`src/rtl/vga_plot_arbiter.sv`:
```
// Round-robin owner of the single VGA plot port.
// Grants are held per primitive, with optional forced revocation.
module vga_plot_arbiter #(
    parameter int N        = 4,
    parameter int MAX_HOLD = 0
) (
    input  logic           clk,
    input  logic           reset,
    input  logic [N-1:0]   req,
    input  logic [N-1:0]   pix_valid,
    input  logic [8*N-1:0] x_in,
    input  logic [7*N-1:0] y_in,
    input  logic [3*N-1:0] colour_in,
    output logic [N-1:0]   gnt,
    output logic [7:0]     x,
    output logic [6:0]     y,
    output logic [2:0]     colour,
    output logic           writeEn,
    output logic           busy
);

    localparam int IW    = (N > 1) ? $clog2(N) : 1;
    localparam int HW    = (MAX_HOLD > 2) ? $clog2(MAX_HOLD) : 1;
    localparam int HLAST = (MAX_HOLD > 0) ? MAX_HOLD - 1 : 0;

    typedef enum logic {
        IDLE,
        GRANT
    } state_t;

    state_t          state, state_n;
    logic [IW-1:0]   g, g_n, ptr, ptr_n, pick, g_inc;
    logic [HW-1:0]   hold, hold_n;
    logic [N-1:0]    gnt_n, others;
    logic [2*N-1:0]  rot;
    logic            found, cons, hold_last, done, we_n;
    logic [7:0]      sel_x, x_n;
    logic [6:0]      sel_y, y_n;
    logic [2:0]      sel_c, c_n;
    logic            sel_req, sel_pv;
    int              tmp;

    // First requester at or after ptr, wrapping mod N.
    always_comb begin
        rot   = {req, req} >> ptr;
        found = 1'b0;
        pick  = '0;
        tmp   = 0;
        for (int k = 0; k < N; k++) begin
            if (!found && rot[k]) begin
                found = 1'b1;
                tmp   = int'(ptr) + k;
                if (tmp >= N) tmp = tmp - N;
                pick  = IW'(tmp);
            end
        end
    end

    // Steer the current owner's request, strobe and pixel.
    always_comb begin
        sel_x   = '0;
        sel_y   = '0;
        sel_c   = '0;
        sel_req = 1'b0;
        sel_pv  = 1'b0;
        others  = req;
        for (int i = 0; i < N; i++) begin
            if (g == IW'(i)) begin
                sel_x     = x_in[8*i +: 8];
                sel_y     = y_in[7*i +: 7];
                sel_c     = colour_in[3*i +: 3];
                sel_req   = req[i];
                sel_pv    = pix_valid[i];
                others[i] = 1'b0;
            end
        end
    end

    assign cons      = sel_req & sel_pv;
    assign hold_last = (MAX_HOLD > 0) && (hold == HW'(HLAST));
    assign g_inc     = (int'(g) == N - 1) ? '0 : g + IW'(1);
    assign busy      = (state == GRANT);

    // Next state, grant and registered plot outputs.
    always_comb begin
        state_n = state;
        g_n     = g;
        ptr_n   = ptr;
        hold_n  = hold;
        gnt_n   = gnt;
        we_n    = 1'b0;
        x_n     = x;
        y_n     = y;
        c_n     = colour;
        done    = 1'b0;
        unique case (state)
            IDLE: begin
                if (found) begin
                    state_n     = GRANT;
                    g_n         = pick;
                    hold_n      = '0;
                    gnt_n       = '0;
                    gnt_n[pick] = 1'b1;
                end
            end
            GRANT: begin
                we_n = cons;
                if (cons) begin
                    x_n = sel_x;
                    y_n = sel_y;
                    c_n = sel_c;
                end
                done = !sel_req || (hold_last && (|others));
                if (done) begin
                    state_n = IDLE;
                    gnt_n   = '0;
                    ptr_n   = g_inc;
                end else if (MAX_HOLD > 0 && !hold_last) begin
                    hold_n = hold + HW'(1);
                end
            end
        endcase
    end

    // State and output registers with synchronous reset.
    always_ff @(posedge clk) begin
        if (reset) begin
            state   <= IDLE;
            g       <= '0;
            ptr     <= '0;
            hold    <= '0;
            gnt     <= '0;
            writeEn <= 1'b0;
            x       <= '0;
            y       <= '0;
            colour  <= '0;
        end else begin
            state   <= state_n;
            g       <= g_n;
            ptr     <= ptr_n;
            hold    <= hold_n;
            gnt     <= gnt_n;
            writeEn <= we_n;
            x       <= x_n;
            y       <= y_n;
            colour  <= c_n;
        end
    end

endmodule

```
`config.mk`:
```
export PLATFORM = sky130hd
export DESIGN_NAME = vga_plot_arbiter
export DESIGN_NICKNAME = d
export VERILOG_FILES = /design/src/rtl/vga_plot_arbiter.sv
export SDC_FILE = /design/constraint.sdc
export NUM_CORES = 1
export LEC_CHECK = 0
export ABC_AREA = 1
export CAP_MARGIN = 10
export CORE_UTILIZATION = 40
export DETAILED_ROUTE_END_ITERATION = 7
export GPL_ROUTABILITY_DRIVEN = 0
export PLACE_DENSITY = 0.81
export RECOVER_POWER = 100
export SLEW_MARGIN = 25
export SYNTH_ARGS = -nofsm -noshare
export SYNTH_HDL_FRONTEND = slang
export SYNTH_SLANG_ARGS = --single-unit
export TNS_END_PERCENT = 20
```
`constraint.sdc`:
```
create_clock -name clk -period 1.95 [get_ports clk]
set_input_delay 0.39 -clock clk [delete_from_list [all_inputs] [get_ports clk]]
set_output_delay 0.39 -clock clk [all_outputs]
set_load 0.01 [all_outputs]
```
==> results_dict.tcl <==
set metrics [dict create \
    layout.nets 530 \
    fin_util 0.681 \
    clk_pin_slew_ns 0.10 \
    ys_ff_latch 28 \
    timing.final.crit_share 0.915 \
    cts_tree "built" \
    grt_overflow_total 0 \
    drc 0 \
    yosys_warnings 0 \
    required_ns 2.17 \
    io_pins 106 \
    outcome "complete, no violations" \
    startpoint_type "primary input" \
    syn_area_per_cell_um2 6.17 \
    cts-root-buf "clkbuf_8" \
    clkPwrFrac 0.124 \
    switchingPower_mw 1.68 \
    grt_max_degree 27 \
    leakage_nw 1.55 \
    clock_skew_ns 0.00112 \
    avgRoutedWirePerCell_um 12.9 \
    setup_slack_ns 0.166 \
    internal_power_mw 2.05 \
    grt_usage 0.241 \
    clk_latency_ns 0.27 \
    crit_arrival_ns 2.00 \
    via_count 2543 \
    drive_gt1_frac 0.115 \
    cts.sinks 28 \
    ant_nets 0 \
    grt_pass1_wl_um 10300 \
    antennaDiodeCount 0 \
    sequentialPowerShare 0.232 \
    hold_viol 0 \
    place_inst 506 \
    synthesis.nets 421 \
    syn-cell-area_um2 2070 \
    place_ws_ns -0.0187 \
    die_h_um 73.9 \
    antenna_found_initial 0 \
    r2r_slack_ns 0.20 \
    port_buffers 105 \
    fmax_mhz 561 \
    slew_headroom 0.730 \
    dr.first_iter.drc_count 112 \
    die_area_um2 5460 \
    num_rows 25 \
    start_util 0.426 \
    hold_depth 2 \
    ys_top_cells_by_area "dfxtp_1, nand2_1, o21ai_0, nor2_1, nand3_1" \
    holdWs_ns 0.484 \
    criticalPathCategory "in -> reg" \
    cts_setup_buffers 0 \
    switching_share 0.451 \
    vdd_drop_max_mv 0.736 \
    yosys.area.top_type "dfxtp_1" \
    totalWireLength_um 6580 \
    max_cap_violations 0 \
    setup_tns_ns 0 \
    slew_viol_final 0 \
    ys_types 29 \
    crit_path_end_kind "register" \
    hpwl_um 5130 \
    p_comb_frac 0.644 \
    cts_hold_buf 0 \
    ctsLongestPathBuffers 2 \
    dr.pass1.iters 4 \
    cts.repair.resized 0 \
    rr_worst_depth 12 \
    ys_seq_area_frac 0.271 \
    viasPerCell 4.99 \
    crit_fanout 8 \
    yosys.area.top_type_share 0.271 \
    design_area_um2 3300 \
    rsz0062_at_grt "false" \
    finalNonFillerCells 510 \
    syn_to_final_growth_pct 59.8 \
    die_w_um 73.9 \
    powerDensity_nw_per_um2 1130 \
    cts-htree-levels 1 \
    coreArea_um2 4850 \
    period_needed_ns 1.78 \
    worstMarginPinSlew_ns 0.404 \
    first_global_vias 2279 \
    place_area_um2 3240 \
    cts_made_buffers 3 \
    synthCells 335 \
    hold_class "reg -> reg" \
    setup_violations 0 \
    total_power_mw 3.74 \
]
==> critical path: stages <==
cell	delay [ns]
clkdlybuf4s50_1	0.48
clkbuf_4	0.14
nand2_1	0.07
nand3_2	0.10
nand2_1	0.13
inv_1	0.13
nor2_4	0.04
nand3b_2	0.08
nand2_4	0.09
nor2_2	0.16
nand2_1	0.08
a21oi_2	0.11
==> power groups by stage <==
stage	registers, mW	logic (mW)	clock network (mW)
floorplan	0.907	1.62	0
global placement	0.875	2.41	0
detailed placement	0.881	2.46	0
CTS	0.870	2.47	0.471
global route	0.888	2.71	0.493
finish	0.866	2.41	0.462
==> cells by family (layout without fill, tap and decap cells) <==
kind of cell,count (synthesis),in the layout,share of synthesized area
flip-flops,28,28,0.271
AO/OA/AOI/OAI,73,73,0.197
AND/OR/NAND/NOR,191,191,0.409
adder cells (fa/ha/maj),4,4,0.0242
buffers and inverters,38,146,0.0933
XOR/XNOR,1,1,0.00424
==> layer usage <==
| metal | vias to the layer above | wire [um] | global-route usage |
|---|---|---|---|
| li1 | 1311 | - | - |
| met2 | 102 | 3130 | 0.435 |
| met5 | - | 0 | 0 |
| met3 | 10 | 579 | 0.0562 |
| met4 | 0 | 139 | 0.0620 |
| met1 | 1120 | 2720 | 0.284 |
==> path summary, 6_finish.rpt <==
path	end	startpoint
min reg2reg	x[4]	x[4]
max reg2reg	x[6]	g[1]
max	gnt[3]	req[0]
min	x[4]	x[4]
==> synthesized netlist by cell type, drive strengths merged <==
master / count
o21ai: 41
xnor2: 1
nand3: 31
dfxtp: 28
clkbuf: 6
nand2: 109
o211ai: 3
nand3b: 1
inv: 17
a21oi: 29
ha: 4
buf: 15
nor2: 46
nor3: 1
nand4: 3
==> flip-flops by register name, summed over array words and instances (netlist names) <==
signal and count:
x 8, y 7, gnt 4, colour 3, g 2, ptr 2, busy 1, writeEn 1
==> final cells by class <==
cell class | count | area (um2)
clock buffer | 3 | 41.3
clock inverter | 1 | 30.0
fill | 421 | 1550
inverter | 17 | 66.3
multi-input combinational | 269 | 1310
sequential | 28 | 562
tap | 67 | 83.8
timing repair buffer | 125 | 1210
==> placed cells by master (no fill, tap or decap), types with 2 or more instances in the layout <==
cell and count:
a21oi_1 27, a21oi_2 2, buf_4 18, clkbuf_8 3, clkdlybuf4s50_1 81, dfxtp_1 27
dlygate4sd3_1 24, ha_1 4, inv_1 10, inv_2 6, nand2_1 105, nand2_2 2
nand2_4 2, nand3_1 28, nand3_2 3, nand4_1 3, nor2_1 41, nor2_2 3
o211ai_2 2, o21ai_0 33, o21ai_1 7
No activity file was read; power rests on OpenSTA's default activity.
